<file path="src/rtl/icache_req_ctrl_pkg.sv">
// rtl/icache_req_ctrl_pkg.sv - shared types and defaults for the icache request controller
package icache_req_ctrl_pkg;

  // Default number of icache requests allowed in flight
  localparam int ICACHE_MAX_OUTST = 2;

  // IDLE: nothing in flight; BUSY: live requests in flight; DRAIN: stale responses pending
  typedef enum logic [1:0] {
    IDLE  = 2'd0,
    BUSY  = 2'd1,
    DRAIN = 2'd2
  } ireq_state_t;

endpackage

</file>
<file path="src/rtl/icache_req_ctrl_inst_req_fifo.sv">
// rtl/icache_req_ctrl_inst_req_fifo.sv - PC FIFO pairing outstanding fetches with their addresses
module inst_req_fifo #(
  parameter int DEPTH = 2,
  parameter int W     = 32
) (
  input  logic         clk,
  input  logic         resetn,
  input  logic         push,
  input  logic [W-1:0] push_data,
  input  logic         pop,
  output logic [W-1:0] head,
  output logic         full,
  output logic         empty
);

  localparam int PW = (DEPTH > 1) ? $clog2(DEPTH) : 1;
  localparam int CW = $clog2(DEPTH + 1);
  localparam logic [PW-1:0] LAST = PW'(DEPTH - 1);

  logic [W-1:0]  mem_q [DEPTH];
  logic [W-1:0]  mem_d [DEPTH];
  logic [PW-1:0] wr_ptr_q, wr_ptr_d;
  logic [PW-1:0] rd_ptr_q, rd_ptr_d;
  logic [CW-1:0] cnt_q, cnt_d;
  logic          do_push, do_pop;

  assign full  = (cnt_q == CW'(DEPTH));
  assign empty = (cnt_q == '0);
  assign head  = mem_q[rd_ptr_q];

  // Push/pop qualification, pointer wrap and occupancy update
  always_comb begin
    // A pop frees the head slot in the same cycle, so push while full is fine if popping
    do_push  = push && (!full || pop);
    do_pop   = pop && !empty;
    mem_d    = mem_q;
    wr_ptr_d = wr_ptr_q;
    rd_ptr_d = rd_ptr_q;
    cnt_d    = cnt_q;
    if (do_push) begin
      mem_d[wr_ptr_q] = push_data;
      wr_ptr_d        = (wr_ptr_q == LAST) ? '0 : wr_ptr_q + 1'b1;
    end
    if (do_pop) begin
      rd_ptr_d = (rd_ptr_q == LAST) ? '0 : rd_ptr_q + 1'b1;
    end
    cnt_d = cnt_q + CW'(do_push) - CW'(do_pop);
  end

  // Storage and pointer registers
  always_ff @(posedge clk) begin
    if (!resetn) begin
      mem_q    <= '{default: '0};
      wr_ptr_q <= '0;
      rd_ptr_q <= '0;
      cnt_q    <= '0;
    end else begin
      mem_q    <= mem_d;
      wr_ptr_q <= wr_ptr_d;
      rd_ptr_q <= rd_ptr_d;
      cnt_q    <= cnt_d;
    end
  end

endmodule

</file>
<file path="src/rtl/icache_req_ctrl.sv">
// rtl/icache_req_ctrl.sv - icache fetch request sequencer with flush discard (opt: ICACHE_REQ_PERF_EN)
module icache_req_ctrl
  import icache_req_ctrl_pkg::*;
#(
  parameter int MAX_OUTST = ICACHE_MAX_OUTST,
  parameter int ADDR_W    = 32,
  localparam int CW       = $clog2(MAX_OUTST + 1)
) (
  input  logic              clk,
  input  logic              resetn,
  input  logic              req_valid,
  input  logic [ADDR_W-1:0] req_pc,
  output logic              req_ready,
  output logic              icache_req,
  output logic [ADDR_W-1:0] icache_addr,
  input  logic              icache_addr_ok,
  input  logic              icache_data_ok,
  input  logic [31:0]       icache_rdata,
  input  logic              flush,
  output logic              resp_valid,
  output logic [31:0]       resp_inst,
  output logic [ADDR_W-1:0] resp_pc,
  output logic              data_cancel,
`ifdef ICACHE_REQ_PERF_EN
  output logic [31:0]       perf_req_cnt,
  output logic [31:0]       perf_cancel_cnt,
  output logic [31:0]       perf_stall_cnt,
`endif
  output logic [CW-1:0]     outst_cnt
);

  ireq_state_t   state_q, state_d;
  logic [CW-1:0] outst_cnt_q, outst_cnt_d;
  logic [CW-1:0] cancel_cnt_q, cancel_cnt_d;
  logic          full, accept;
  logic          fifo_full, fifo_empty;

  inst_req_fifo #(.DEPTH(MAX_OUTST), .W(ADDR_W)) u_pc_fifo (
    .clk       (clk),
    .resetn    (resetn),
    .push      (accept),
    .push_data (req_pc),
    .pop       (icache_data_ok),
    .head      (resp_pc),
    .full      (fifo_full),
    .empty     (fifo_empty)
  );

  assign icache_addr = req_pc;
  assign resp_inst   = icache_rdata;
  assign outst_cnt   = outst_cnt_q;

  // Output decode: issue gating on current count, discard of stale returns
  always_comb begin
    full        = (outst_cnt_q == CW'(MAX_OUTST));
    icache_req  = req_valid && !full && !flush;
    req_ready   = icache_addr_ok && !full && !flush;
    accept      = icache_req && icache_addr_ok;
    data_cancel = icache_data_ok && ((cancel_cnt_q != '0) || flush);
    resp_valid  = icache_data_ok && !data_cancel;
  end

  // Next-state: in-flight count, stale-response count and FSM state
  always_comb begin
    outst_cnt_d  = outst_cnt_q + CW'(accept) - CW'(icache_data_ok);
    cancel_cnt_d = cancel_cnt_q;
    if (flush) begin
      // Everything still in flight after this cycle's pop is now stale
      cancel_cnt_d = outst_cnt_d;
    end else if (data_cancel && (cancel_cnt_q != '0)) begin
      cancel_cnt_d = cancel_cnt_q - 1'b1;
    end
    if (cancel_cnt_d != '0)      state_d = DRAIN;
    else if (outst_cnt_d != '0)  state_d = BUSY;
    else                         state_d = IDLE;
  end

  // State register
  always_ff @(posedge clk) begin
    if (!resetn) begin
      state_q      <= IDLE;
      outst_cnt_q  <= '0;
      cancel_cnt_q <= '0;
    end else begin
      state_q      <= state_d;
      outst_cnt_q  <= outst_cnt_d;
      cancel_cnt_q <= cancel_cnt_d;
    end
  end

  // Protocol checks: no return without a request in flight; FIFO mirrors the counter
  always_ff @(posedge clk) begin
    if (resetn) begin
      if (icache_data_ok) assert (!fifo_empty && (outst_cnt_q != '0));
      assert (fifo_full == full);
      assert (cancel_cnt_q <= outst_cnt_q);
    end
  end

`ifdef ICACHE_REQ_PERF_EN
  logic [31:0] perf_req_q, perf_req_d;
  logic [31:0] perf_cancel_q, perf_cancel_d;
  logic [31:0] perf_stall_q, perf_stall_d;

  assign perf_req_cnt    = perf_req_q;
  assign perf_cancel_cnt = perf_cancel_q;
  assign perf_stall_cnt  = perf_stall_q;

  // Saturating event counters
  always_comb begin
    perf_req_d    = perf_req_q;
    perf_cancel_d = perf_cancel_q;
    perf_stall_d  = perf_stall_q;
    if (accept && (perf_req_q != '1))                     perf_req_d    = perf_req_q + 1'b1;
    if (data_cancel && (perf_cancel_q != '1))             perf_cancel_d = perf_cancel_q + 1'b1;
    if (req_valid && !req_ready && (perf_stall_q != '1))  perf_stall_d  = perf_stall_q + 1'b1;
  end

  // Perf counter registers
  always_ff @(posedge clk) begin
    if (!resetn) begin
      perf_req_q    <= '0;
      perf_cancel_q <= '0;
      perf_stall_q  <= '0;
    end else begin
      perf_req_q    <= perf_req_d;
      perf_cancel_q <= perf_cancel_d;
      perf_stall_q  <= perf_stall_d;
    end
  end
`endif

endmodule

</file>
<file path="config.mk">
export PLATFORM = sky130hd
export DESIGN_NAME = icache_req_ctrl
export DESIGN_NICKNAME = d
export VERILOG_FILES = /design/src/rtl/icache_req_ctrl_pkg.sv /design/src/rtl/icache_req_ctrl_inst_req_fifo.sv /design/src/rtl/icache_req_ctrl.sv
export SDC_FILE = /design/constraint.sdc
export NUM_CORES = 1
export LEC_CHECK = 0
export ABC_AREA = 1
export ABC_CLOCK_PERIOD_IN_PS = 1900
export BUFFER_PORTS_ARGS = -buffer_cell sky130_fd_sc_hd__buf_2
export CAP_MARGIN = 20
export CORE_MARGIN = 2
export CORE_UTILIZATION = 45
export DETAILED_ROUTE_END_ITERATION = 8
export PLACE_DENSITY = 0.79
export SETUP_SLACK_MARGIN = 0.05
export SLEW_MARGIN = 20
export SYNTH_ARGS = -nofsm -noshare
export SYNTH_HDL_FRONTEND = slang
export SYNTH_SLANG_ARGS = --single-unit
</file>
<file path="constraint.sdc">
create_clock -name clk -period 1.9 [get_ports clk]
set_input_delay 0.095 -clock clk [delete_from_list [all_inputs] [get_ports clk]]
set_output_delay 0.095 -clock clk [all_outputs]
set_load 0.01 [all_outputs]
</file>
==> results.json <==
{
  "run_status": "finished, final reports clean",
  "pwr-share-clk": 0.335,
  "yosysWarningCount": 0,
  "netlist.area_leader.share": 0.309,
  "syn_to_final_growth_pct": 7.73,
  "groute.usage.overall": 0.170,
  "tritoncts.num_buffers": 9,
  "fmax_mhz": 590,
  "grt.overflow.total": 0,
  "floorplan.io_pins": 172,
  "edff_count_synth": 0,
  "port-buffer-count": 107,
  "clock_tree_buf_depth": 2,
  "timing.setup.critical_path_class": "flop to flop",
  "hold_viol": 0,
  "synth_area_leader_cell": "sky130_fd_sc_hd__dfxtp_1",
  "unrepaired_setup_endpoints_after_global_routing": "false",
  "ys_seq_area_frac": 0.309,
  "setup_viol": 0,
  "clock-root-buffer": "sky130_fd_sc_hd__clkbuf_8",
  "post_synth_main_area_contributors": "sky130_fd_sc_hd__dfxtp_1 (31%), sky130_fd_sc_hd__inv_1 (14%), sky130_fd_sc_hd__nand2_1 (14%)",
  "route.detailed.vias_per_inst": 4.42,
  "power.density_cell_area_nw_per_um2": 805,
  "place.gp.congestion": 0.779,
  "grt_pass1_vias": 3463,
  "final_routed_wirelength_um": 9460,
  "grt_pass1_wl_um": 15500,
  "clock-skew-final_ns": 0.00881,
  "maxCapViolCount": 0,
  "detailed_place_hpwl_um": 6210,
  "intPower_uw": 2700,
  "worst_pin_slew_ns": 0.457,
  "rows": 37,
  "final.min_clock_period_ns": 1.69,
  "combinationalPowerShare": 0.250,
  "multiInputGateArea_sq_um": 1840,
  "critPathLaunchType": "flop",
  "grt_max_degree": 64,
  "proportion_of_power_drawn_by_flip_flops_and_latches": 0.415,
  "layout.nets": 819,
  "die_area_sq_um": 11200,
  "clock-sinks": 72,
  "netlist_area_sq_um": 4660,
  "vdd.ir_drop.worst_mv": 0.384,
  "placeableCoreArea_sq_um": 10200,
  "grt_antenna_before_repair": 0,
  "dominantRegCellSynth": "sky130_fd_sc_hd__dfxtp_1",
  "postRouteAntennaNets": 0,
  "worst_ep_arrival_time_ns": 1.93,
  "detail_routed_net_length_per_standard_cell_um": 10.7,
  "post-route-period-util": 0.892,
  "min_path_type": "input pin to flop",
  "cts.reportedPaths.clkPinSlew_ns": 0.08,
  "detailroute.via_count": 3916,
  "worstSetupEndpointType": "flop",
  "ant_diodes": 0,
  "die_height_um": 106,
  "leakage_uw": 0.00263,
  "start_util": 0.458,
  "n_fill_cell": 1101,
  "post_cts_hold_buffer_count": 0,
  "drv_slew": 0,
  "fp.dieW_um": 106,
  "synthesis.nets": 795,
  "timing.critical_path.required_ns": 2.14,
  "yosys_register_bits": 72,
  "slew_headroom": 0.695,
  "switchingPower_uw": 1340,
  "swShare": 0.332,
  "cts_htree_levels": 3,
  "synthDistinctLibCells": 25,
  "ff_latch_area_sq_um": 1450,
  "synthesis.area_per_instance_sq_um": 6.48,
  "final_util": 0.493,
  "tritoncts": "yes",
  "drtPass1Iterations": 7,
  "syn_inst": 720,
  "latest_clock_arrival_within_the_worst_skew_pair_ns": 0.34,
  "drc_errors": 0,
  "worst-path-max-fanout": 3,
  "fraction_of_layout_cells_with_a_size_suffix_above_1": 0.262,
  "totalNegativeSetupSlack_ns": 0,
  "drt_iter0_drc": 176,
  "synth_async_reset_ratio": 0
}
==> synthesized netlist by cell type (4+ instances only) <==
cell	n
sky130_fd_sc_hd__buf_2	15
sky130_fd_sc_hd__buf_4	64
sky130_fd_sc_hd__nand4_1	65
sky130_fd_sc_hd__nor2_1	29
sky130_fd_sc_hd__buf_1	6
sky130_fd_sc_hd__nand2_1	170
sky130_fd_sc_hd__ha_1	5
sky130_fd_sc_hd__inv_2	4
sky130_fd_sc_hd__buf_6	11
sky130_fd_sc_hd__nor2_2	38
sky130_fd_sc_hd__a21oi_1	7
sky130_fd_sc_hd__dfxtp_1	72
sky130_fd_sc_hd__clkbuf_1	10
sky130_fd_sc_hd__inv_1	174
sky130_fd_sc_hd__o21ai_0	36
==> per-stage QoR <==
step / cell area (sq um) / power (uW) / setup WS, ns / hold slack, ns / cells
2_1_floorplan: 4710 / 2530 / 0.0295 / 0.238 / 720
3_3_place_gp: 4800 / 2700 / 0.214 / 0.190 / 869
3_5_place_dp: 4800 / 2720 / 0.163 / 0.190 / 869
4_1_cts: 5020 / 4090 / 0.139 / 0.0586 / 885
5_1_grt: 5020 / 4290 / 0.0602 / 0.0766 / 885
6_report: 5020 / 4040 / 0.205 / 0.0792 / 885
==> sequential cells by signal, summed over array words and instances, names as in the netlist <==
name                flops
u_pc_fifo.mem_q        64
outst_cnt               2
cancel_cnt_q            2
u_pc_fifo.rd_ptr_q      1
u_pc_fifo.wr_ptr_q      1
u_pc_fifo.cnt_q         2
==> layout make-up <==
type | instances | share of cell area
Clock inverter | 7 | 0.0189
Tap cell | 136 | 0.0339
Timing Repair Buffer | 119 | 0.133
Sequential cell | 72 | 0.288
Inverter | 179 | 0.135
Multi-Input combinational cell | 363 | 0.367
Clock buffer | 9 | 0.0247
==> routing by layer <==
metal  track usage  vias up  part of all wire
met5             0        -                 0
met1         0.217     1679              0.48
met3        0.0303       14             0.043
met4        0.0658        0             0.012
li1              -     2127                 -
met2         0.285       96              0.47
==> path summary, 6_finish.rpt <==
| check | startpoint | end | slack (ns) | cells past startpoint |
|---|---|---|---|---|
| setup / recovery | outst_cnt[0]$_SDFF_PN0_ | outst_cnt[1]$_SDFF_PN0_ | 0.21 | 12 |
| hold / removal | flush | cancel_cnt_q[1]$_SDFFE_PN0P_ | 0.08 | 3 |
| setup reg to reg | outst_cnt[0]$_SDFF_PN0_ | outst_cnt[1]$_SDFF_PN0_ | 0.21 | 12 |
| hold reg to reg | u_pc_fifo.mem_q[60]$_SDFFE_PN0P_ | u_pc_fifo.mem_q[60]$_SDFFE_PN0P_ | 0.51 | 4 |
==> cell families after synthesis <==
logic type / count (synthesis) / share of synthesized area
fa+ha+maj: 5 / 0.0134
simple gates: 311 / 0.321
compound gates: 45 / 0.0499
flops: 72 / 0.309
xor+xnor: 2 / 0.00376
buf+inv: 285 / 0.303
==> placed cells by master, fill, tap and decap left out, types with 7 or more instances in the layout <==
cell type,instances
sky130_fd_sc_hd__nand2_1,169
sky130_fd_sc_hd__buf_2,107
sky130_fd_sc_hd__o21ai_0,36
sky130_fd_sc_hd__inv_1,171
sky130_fd_sc_hd__nand4_1,65
sky130_fd_sc_hd__clkbuf_8,9
sky130_fd_sc_hd__a21oi_1,7
sky130_fd_sc_hd__dfxtp_1,69
sky130_fd_sc_hd__nor2_1,29
sky130_fd_sc_hd__buf_4,8
sky130_fd_sc_hd__nor2_2,38
==> repair_timing <==
item | 4_1_cts | 5_1_grt
buffers inserted | 0 | 0
setup endpoints to repair | 0 | 1
resized for setup | 0 | 1
==> power by group through the flow <==
stage | logic [uW] | clock network, uW | registers [uW]
2_1_floorplan | 852 | 0 | 1680
3_3_place_gp | 995 | 0 | 1710
3_5_place_dp | 1010 | 0 | 1710
4_1_cts | 1020 | 1400 | 1680
5_1_grt | 1130 | 1460 | 1690
6_report | 1010 | 1350 | 1680
==> worst max-delay path, stage by stage (launching register included) <==
cell and delay [ns]:
sky130_fd_sc_hd__dfxtp_4 0.37, sky130_fd_sc_hd__inv_2 0.05, sky130_fd_sc_hd__nand2_1 0.06, sky130_fd_sc_hd__nand2_2 0.08, sky130_fd_sc_hd__nor2_4 0.16, sky130_fd_sc_hd__inv_4 0.05
sky130_fd_sc_hd__ha_4 0.25, sky130_fd_sc_hd__inv_2 0.04, sky130_fd_sc_hd__ha_4 0.15, sky130_fd_sc_hd__xnor2_2 0.13, sky130_fd_sc_hd__inv_1 0.05, sky130_fd_sc_hd__nand2_1 0.06
sky130_fd_sc_hd__and3_1 0.15
Note: power is estimated with default switching activity, not from simulation.
